[src/rtl/mux_n_to_1_rr.sv]
// Registered N-way selector with valid/ready on every port.
// Fixed-select or round-robin arbitration into a 1-entry output register.
module mux_n_to_1_rr #(
  parameter int NUM_IN = 8,
  parameter int DATA_W = 64,
  parameter int SEL_W  = 3,
  parameter int CNT_W  = 16
) (
  input  logic                     clk,
  input  logic                     rst_n,
  input  logic [NUM_IN*DATA_W-1:0] in_data,
  input  logic [NUM_IN-1:0]        in_valid,
  output logic [NUM_IN-1:0]        in_ready,
  input  logic                     mode,
  input  logic [SEL_W-1:0]         sel,
  input  logic                     en,
  output logic [DATA_W-1:0]        out_data,
  output logic [SEL_W-1:0]         out_src,
  output logic                     out_valid,
  input  logic                     out_ready,
  output logic [CNT_W-1:0]         xfer_cnt
);

  localparam logic [CNT_W-1:0] CNT_MAX = '1;
  localparam logic [SEL_W-1:0] LAST    = SEL_W'(NUM_IN - 1);

  logic              load;
  logic              any;
  logic [NUM_IN-1:0] grant;
  logic [SEL_W-1:0]  idx;
  logic [SEL_W-1:0]  ptr;
  logic [SEL_W-1:0]  nxt_ptr;
  logic [DATA_W-1:0] gdata;

  // Output register can take a beat when empty or draining this cycle.
  assign load = ~out_valid | out_ready;

  // Grant one channel: fixed index or first valid at/after ptr (wrapping).
  always_comb begin
    int j;
    grant = '0;
    any   = 1'b0;
    idx   = '0;
    j     = 0;
    if (en && load) begin
      if (!mode) begin
        for (int i = 0; i < NUM_IN; i++) begin
          if (sel == SEL_W'(i) && in_valid[i]) begin
            grant[i] = 1'b1;
            any      = 1'b1;
            idx      = SEL_W'(i);
          end
        end
      end else begin
        for (int k = 0; k < NUM_IN; k++) begin
          j = int'(ptr) + k;
          if (j >= NUM_IN) j = j - NUM_IN;
          if (!any && in_valid[j]) begin
            grant[j] = 1'b1;
            any      = 1'b1;
            idx      = SEL_W'(j);
          end
        end
      end
    end
  end

  // Data of the granted channel; grant is one-hot or empty.
  always_comb begin
    gdata = '0;
    for (int i = 0; i < NUM_IN; i++) begin
      if (grant[i]) gdata = in_data[i*DATA_W +: DATA_W];
    end
  end

  // Round-robin restarts just past the winner.
  assign nxt_ptr = (idx == LAST) ? '0 : idx + 1'b1;

  // No handshake accepted while reset is held.
  assign in_ready = grant & {NUM_IN{rst_n}};

  // Output register, pointer and saturating transfer counter.
  always_ff @(posedge clk or negedge rst_n) begin
    if (!rst_n) begin
      out_data  <= '0;
      out_src   <= '0;
      out_valid <= 1'b0;
      xfer_cnt  <= '0;
      ptr       <= '0;
    end else if (any) begin
      out_data  <= gdata;
      out_src   <= idx;
      out_valid <= 1'b1;
      if (xfer_cnt != CNT_MAX) xfer_cnt <= xfer_cnt + 1'b1;
      if (mode) ptr <= nxt_ptr;
    end else if (out_valid && out_ready) begin
      out_valid <= 1'b0;
    end
  end

endmodule

[config.mk]
export PLATFORM = sky130hd
export DESIGN_NAME = mux_n_to_1_rr
export DESIGN_NICKNAME = d
export VERILOG_FILES = /design/src/rtl/mux_n_to_1_rr.sv
export SDC_FILE = /design/constraint.sdc
export NUM_CORES = 1
export LEC_CHECK = 0
export ABC_AREA = 0
export CAP_MARGIN = 20
export CORE_AREA = 2 2 240 242
export DETAILED_ROUTE_END_ITERATION = 10
export DIE_AREA = 0 0 242 244
export PLACE_DENSITY = 0.51
export SYNTH_ARGS = -nofsm -noshare
export SYNTH_HDL_FRONTEND = slang
export SYNTH_SLANG_ARGS = --single-unit
[constraint.sdc]
create_clock -name clk -period 4.34 [get_ports clk]
set_input_delay 0.868 -clock clk [delete_from_list [all_inputs] [get_ports clk]]
set_output_delay 0.868 -clock clk [all_outputs]
set_load 0.005 [all_outputs]
==> flow_summary_export.csv, run 1 <==
group,metric,value,unit
routing,drt-total-wl,70400,um
logic_synthesis,synth-edff-count,0,
worst_setup_path,cp-start-kind,"register",
power,peakVddDrop,0.000243,V
worst_setup_path,reg2reg_to,"out_data[24]",
timing,slew_viol_final,0,
logic_synthesis,syn_nets,1665,
worst_setup_path,critPathRequiredTime,3.47,ns
worst_setup_path,cp_common_cell,"buf_6",
placement,dp.cells,2591,
clock_tree,cts_buffer_depth,2,
power,clkPwrFrac,0.103,
worst_setup_path,path_class,"reg -> out",
cells_and_area,fin_util,0.334,
clock_tree,htreeDepth,3,
clock_tree,clk_pin_slew,0.09,ns
timing,max_freq,0.226,GHz
logic_synthesis,synthFlopType,"dfrtp_1",
global_routing,overflow,0,
cells_and_area,multi_input_area,7040,um2
placement,gp_congestion,0.905,
floorplan,num_rows,87,
timing,setup_tns,-0.171,ns
cells_and_area,num-fill-cells,5953,
worst_setup_path,cp_max_fo,6,
worst_setup_path,slowest_delay,0.59,ns
outcome,status,"complete, but fails checks",
timing,relSlewSlack,0.505,
worst_hold_path,hold_class,"in -> async",
clock_tree,insertion_delay,0.39,ns
timing,fin_ws,-0.0821,ns
placement,placed_area,17900,um2
routing,post-route-drc-count,0,
routing,postRouteAntennaNets,0,
timing,setup_violations,4,
clock_tree,cts_buffers,9,
clock_tree,cts_hold_buffers,0,
global_routing,grt_pass1_vias,14000,
logic_synthesis,synthCells,1126,
timing,fin_crit_sh,1.02,
cells_and_area,stdcell_area,18800,um2
outcome,violations,"negative setup slack",
timing,worstMarginPinSlew,0.743,ns
floorplan,die_h,244,um
logic_synthesis,avgSynthCellArea,8.30,um2
job,cap_viol_max_count,0,
timing,rsz0062_at_grt,"true",
power,p_sw_frac,0.448,
placement,place_ws,-0.885,ns
cells_and_area,drive_gt1_frac,0.196,
logic_synthesis,synth_top_area_share,0.233,
worst_setup_path,path_cells,"clkinv_2, ha_4, buf_12, mux4_2, mux2_4, or4_4, nor2_4, buf_6, a31oi_4, a211oi_4, and2_4, buf_6",
routing,wl_per_cell,26.8,um
power,powerDensity,457,nW/um2
clock_tree,clock-root-buffer,"clkbuf_16",
global_routing,grt_pass1_wl,99900,um
floorplan,start_util,0.166,
clock_tree,clock_sinks,87,
power,share_comb_of_total_power,0.749,
logic_synthesis,synth.ff_latch_count,87,
worst_setup_path,crit_slowest_cell,"or4_4",
floorplan,dieArea,59000,um2
timing,skew,0.0117,ns
floorplan,core_area,56200,um2
timing,hold_viol,0,
global_routing,antenna_found_initial,8,
power,leakagePower,7.08,nW
global_routing,track_usage,0.229,
worst_setup_path,crit_arrival,3.55,ns
logic_synthesis,synth_area_leader_cell,"dfrtp_1",
power,seq_power_share,0.148,
cells_and_area,stdcell_count,2630,
clock_tree,cts_tree,"built",
routing,via_count,13800,
logic_synthesis,yosysSeqAreaShare,0.233,
global_routing,grt_max_degree,66,
logic_synthesis,async_reset_ff_frac,1.00,
logic_synthesis,syn_area,9350,um2
floorplan,die_w,242,um
routing,avgViaCountPerCell,5.23,
worst_setup_path,r2r-start,"ptr[0]",
worst_setup_path,r2r_slack,0.12,ns
logic_synthesis,synth_cell_types,73,
placement,dpl.hpwl,55500,um
floorplan,ios,620,
placement,portBuffers,619,
logic_synthesis,synth.area.top_cells,"dfrtp_1 (23%), a221oi_1 (6.5%), a221o_1 (6.3%), o221ai_1 (6.1%), a22oi_1 (5.0%)",
cells_and_area,syn_to_final_growth,101,%
worst_setup_path,reg2reg_depth,18,
power,power.internal,4.74,mW
power,switchingPower,3.85,mW
timing,final.min_clock_period,4.42,ns
logic_synthesis,ys_warn_count,0,
routing,firstDrtPassIters,5,
worst_setup_path,cp-end-kind,"primary output",
cells_and_area,seq_area,2180,um2
cells_and_area,layout.nets,2403,
routing,drtIter0Drc,924,
## registers in the layout, indices dropped and copies added (netlist names)
signal	cells
xfer_cnt	16
out_valid	1
out_src	3
ptr	3
out_data	64
## how the worst max path moves through the flow
stage                 from           end  slack, ns  cells after the start
6_report            ptr[0]   in_ready[1]      -0.08                     12
5_1_grt             ptr[0]   in_ready[1]      -0.19                     12
4_1_cts             ptr[0]   in_ready[0]      -0.10                     11
3_5_place_dp   in_valid[1]  out_data[32]      -0.88                     14
3_3_place_gp   in_valid[5]  out_data[32]      -0.90                     14
2_1_floorplan       ptr[0]   in_ready[5]       0.02                     15
## through the flow
step	power, mW	hold WS (ns)
2_1_floorplan	3.73	0.474
3_3_place_gp	7.05	0.462
3_5_place_dp	7.04	0.464
4_1_cts	8.30	0.416
5_1_grt	9.05	0.436
6_report	8.59	0.437
## worst max-delay path: cells and delay by family, from the launching register on
kind / cells / cell delay [ns]
and+or+nand+nor: 3 / 0.93
muxes: 2 / 0.66
AOI/OAI and AO/OA: 2 / 0.42
buffers and inverters: 4 / 0.45
DFF: 1 / 0.39
adders and majority gates: 1 / 0.30
## power groups by stage
| stage | Combinational, mW | Clock, mW | Sequential (mW) |
|---|---|---|---|
| 2_1_floorplan | 2.47 | 0 | 1.27 |
| 3_3_place_gp | 5.79 | 0 | 1.27 |
| 3_5_place_dp | 5.76 | 0 | 1.27 |
| 4_1_cts | 6.11 | 0.928 | 1.26 |
| 5_1_grt | 6.80 | 0.951 | 1.30 |
| 6_report | 6.43 | 0.886 | 1.27 |
## layer usage
metal  vias up  wire, um  track usage
li1       6144         -            -
met1      6879     28900        0.283
met2       646     35200        0.404
met3        83      4690       0.0470
met4         6      1550       0.0576
met5         -        41            0
## layout by cell type, fill, tap and decap left out, types with 6 or more instances in the layout
cell and n:
a221oi_1 66, mux2i_1 10, buf_12 20, o31ai_1 6, xnor2_1 10, o21ai_0 16, a21oi_1 68, xor2_1 6
o221ai_1 65, nor3_1 9, clkdlybuf4s50_1 602, a22oi_1 62, a31oi_1 7, nand4_1 14, nand3_1 16, o22ai_1 62
clkbuf_16 10, inv_1 8, mux4_2 13, mux2_2 8, nand2_1 101, ha_1 10, nor2_1 28, a221o_1 59
nor2b_1 9, dfrtp_1 86, a21boi_1 59, buf_6 12, o21a_1 61, buf_4 209, nor2_2 6
## cells in the mapped netlist, types with 6 or more instances
cell	n
clkbuf_1	74
a21oi_1	71
a221oi_1	69
buf_2	47
a21boi_1	59
o31ai_1	10
nor2_1	33
a221o_1	59
o21ai_0	17
xor2_1	7
nor2b_1	9
nand2_1	103
inv_1	9
mux2_2	12
a22oi_1	62
a31oi_1	10
o221ai_1	65
mux2i_1	17
o22ai_1	63
ha_1	11
nand4_1	14
nor3_1	12
buf_1	6
mux4_2	13
nand3_1	16
xnor2_1	11
nor4_1	8
dfrtp_1	87
o21a_1	62
## kinds of logic after synthesis
kind of cell,share of synthesized area
AOI/OAI and AO/OA,0.492
and+or+nand+nor,0.113
buffers and inverters,0.0649
DFF,0.233
muxes,0.0652
xor gates and xnor gates,0.0169
adders and majority gates,0.0147
## timing repair
action	4_1_cts	5_1_grt
gates resized for setup	98	48
setup endpoints to repair	74	65
gates cloned	0	1
buffers inserted	13	7
pin swaps	12	21
## layout make-up
| cell class | instances | share of cell area |
|---|---|---|
| multi-input combinational | 898 | 0.375 |
| clock buffer | 10 | 0.0122 |
| tap | 756 | 0.0504 |
| clock inverter | 6 | 0.00406 |
| sequential | 87 | 0.116 |
| timing repair buffer | 858 | 0.440 |
| antenna | 5 | 0.000666 |
| inverter | 10 | 0.00207 |
No activity file was read; power rests on OpenSTA's default activity.
==> inputs of run 2 (changes only) <==
--- a/config.mk
+++ b/config.mk
@@ -7,10 +7,11 @@
 export LEC_CHECK = 0
 export ABC_AREA = 0
 export CAP_MARGIN = 20
-export CORE_AREA = 2 2 240 242
+export CORE_AREA = 10 10 234 236
 export DETAILED_ROUTE_END_ITERATION = 10
-export DIE_AREA = 0 0 242 244
-export PLACE_DENSITY = 0.51
+export DIE_AREA = 0 0 244 246
+export HOLD_SLACK_MARGIN = 0.08
+export PLACE_DENSITY = 0.55
 export SYNTH_ARGS = -nofsm -noshare
 export SYNTH_HDL_FRONTEND = slang
 export SYNTH_SLANG_ARGS = --single-unit
==> run 2 against run 1 <==
Effect of this change: the run still ends with negative setup slack left; worst hold slack lost 0.069 ns; clock skew fell by 0.00068 ns; core utilization up 4.0 points; cell count fell by 3.2%; count of clock-buffer cells in the layout down 1; critical path type is now in -> out; total power increased by 0.46%; flip-flop and latch count did not move; via count increased by 0.56%; setup slack better by 0.031 ns; critical endpoint unchanged; first-iteration DRC count grew 27%; critical path depth decreased by 3; largest cell class unchanged; die area is 1.7% higher.
==> flow_summary_export.csv, run 2 (synthesis gave the netlist of run 1 again) <==
group,metric,value,unit
routing,drtIter0Drc,1169,
worst_setup_path,crit_arrival,3.52,ns
global_routing,grt_max_degree,66,
routing,avgViaCountPerCell,5.44,
cells_and_area,stdcell_count,2545,
clock_tree,cts_tree,"built",
power,leakagePower,7.08,nW
clock_tree,clk_pin_slew,0.07,ns
placement,place_ws,-0.918,ns
global_routing,overflow,0,
timing,setup_violations,2,
global_routing,grt_pass1_vias,14600,
worst_setup_path,reg2reg_to,"out_data[56]",
timing,worstMarginPinSlew,0.767,ns
floorplan,num_rows,82,
worst_setup_path,r2r-start,"ptr[0]",
worst_setup_path,cp_max_fo,4,
cells_and_area,reg_top3,"out_data (64), xfer_cnt (16)",
timing,fin_crit_sh,1.01,
routing,via_count,13800,
cells_and_area,final_common_cell,"clkdlybuf4s50_1",
clock_tree,clock-root-buffer,"clkbuf_16",
job,cap_viol_max_count,0,
worst_setup_path,cp-start-kind,"input port",
floorplan,ios,620,
floorplan,die_w,244,um
routing,firstDrtPassIters,6,
clock_tree,insertion_delay,0.40,ns
cells_and_area,syn_to_final_growth,99.7,%
worst_setup_path,cp-end-kind,"primary output",
placement,portBuffers,619,
floorplan,core_area,49900,um2
floorplan,start_util,0.188,
cells_and_area,num-fill-cells,5123,
cells_and_area,stdcell_area,18700,um2
timing,relSlewSlack,0.488,
power,powerDensity,462,nW/um2
timing,max_freq,0.228,GHz
clock_tree,clock_sinks,87,
timing,fin_ws,-0.0514,ns
placement,dp.cells,2498,
cells_and_area,regMostFlops,"out_data",
timing,rsz0062_at_grt,"true",
clock_tree,cts_hold_buffers,0,
cells_and_area,largest_register_ffs,64,
global_routing,antenna_found_initial,10,
clock_tree,cts_buffer_depth,2,
timing,hold_viol,0,
worst_setup_path,reg2reg_depth,17,
outcome,violations,"negative setup slack",
floorplan,die_h,246,um
power,peakVddDrop,0.000199,V
placement,dpl.hpwl,59000,um
global_routing,grt_pass1_wl,104000,um
clock_tree,cts_buffers,9,
timing,slew_viol_final,0,
placement,placed_area,17700,um2
floorplan,dieArea,60000,um2
worst_setup_path,crit_end,"in_ready[1]",
worst_setup_path,path_class,"in -> out",
routing,wl_per_cell,29.6,um
cells_and_area,mostFrequentLayoutCells,"clkdlybuf4s50_1 (602), buf_4 (205), nand2_1 (100)",
routing,post-route-drc-count,0,
global_routing,track_usage,0.235,
worst_setup_path,critPathRequiredTime,3.47,ns
clock_tree,htreeDepth,3,
outcome,status,"complete, but fails checks",
routing,drt-total-wl,75200,um
cells_and_area,drive_gt1_frac,0.198,
cells_and_area,layout.nets,2401,
timing,skew,0.0110,ns
worst_setup_path,critical_path.startpoint,"in_valid[4]",
worst_setup_path,r2r_slack,0.07,ns
placement,gp_congestion,0.908,
worst_hold_path,hold_class,"in -> async",
routing,postRouteAntennaNets,0,
timing,final.min_clock_period,4.39,ns
-- run 2: changes by cell type in the layout (fill, tap and decap cells not counted), sizes merged --
cell / previous run / this run
buf: 246 / 244
clkinvlp: 0 / 2
bufinv: 1 / 0
clkbuf: 14 / 13
diode: 5 / 6
-- run 2: layout make-up --
cell class	instances	area, um2	share of cell area
Clock inverter	7	63.8	0.00342
Inverter	10	38.8	0.00208
Sequential cell	87	2180	0.117
Timing Repair Buffer	856	8260	0.443
Multi-Input combinational cell	898	7050	0.377
Antenna cell	6	15.0	0.000804
Clock buffer	9	225	0.0121
Tap cell	672	841	0.0450
-- run 2: worst min-delay path by stage --
stage	startpoint	to	slack, ns	depth (start not counted)
2_1_floorplan	out_src[2]	out_src[2]	0.47	1
3_3_place_gp	out_src[2]	out_src[2]	0.46	1
3_5_place_dp	out_src[2]	out_src[2]	0.46	1
4_1_cts	rst_n	out_data[50]	0.34	1
5_1_grt	rst_n	out_data[50]	0.36	1
6_report	rst_n	out_data[50]	0.37	1
-- run 2: worst max-delay path: stages --
cell	delay, ns
dlygate4sd2_1	0.27
mux2_4	0.29
mux4_2	0.53
or4_4	0.59
nor2_4	0.20
a31oi_4	0.12
a211oi_4	0.34
and2_1	0.18
buf_2	0.13
-- run 2: routing by layer --
layer / global-route usage / share of wire / vias up
li1: - / - / 6124
met1: 0.271 / 0.39 / 6882
met2: 0.395 / 0.49 / 697
met3: 0.0726 / 0.082 / 126
met4: 0.103 / 0.039 / 6
met5: 0 / 0.00049 / -
-- run 2: repair_timing --
| action | in CTS | in global routing |
|---|---|---|
| pin swaps | 24 | 26 |
| endpoints found under the setup margin | 73 | 66 |
| gates cloned | 1 | 2 |
| gates resized for setup | 111 | 46 |
| endpoints found under the hold margin | 0 | 0 |
| setup buffers | 12 | 12 |
-- run 2: per-stage QoR --
stage	TNS, ns	hold WS [ns]	utilization	power (mW)
2_1_floorplan	0	0.474	-	3.73
3_3_place_gp	-62.48	0.460	0.355	7.09
3_5_place_dp	-63.38	0.465	0.355	7.06
4_1_cts	-0.0577	0.342	0.368	8.38
5_1_grt	-0.686	0.355	0.374	9.03
6_report	-0.102	0.368	0.374	8.63
-- run 2: report_power, final --
group          total (mW)  leakage, nW  internal (mW)  switching, mW
clock network       0.847        0.137          0.402          0.445
logic                6.51         5.86           3.24           3.27
registers            1.27         1.08           1.08          0.190
total                8.63         7.08           4.72           3.90
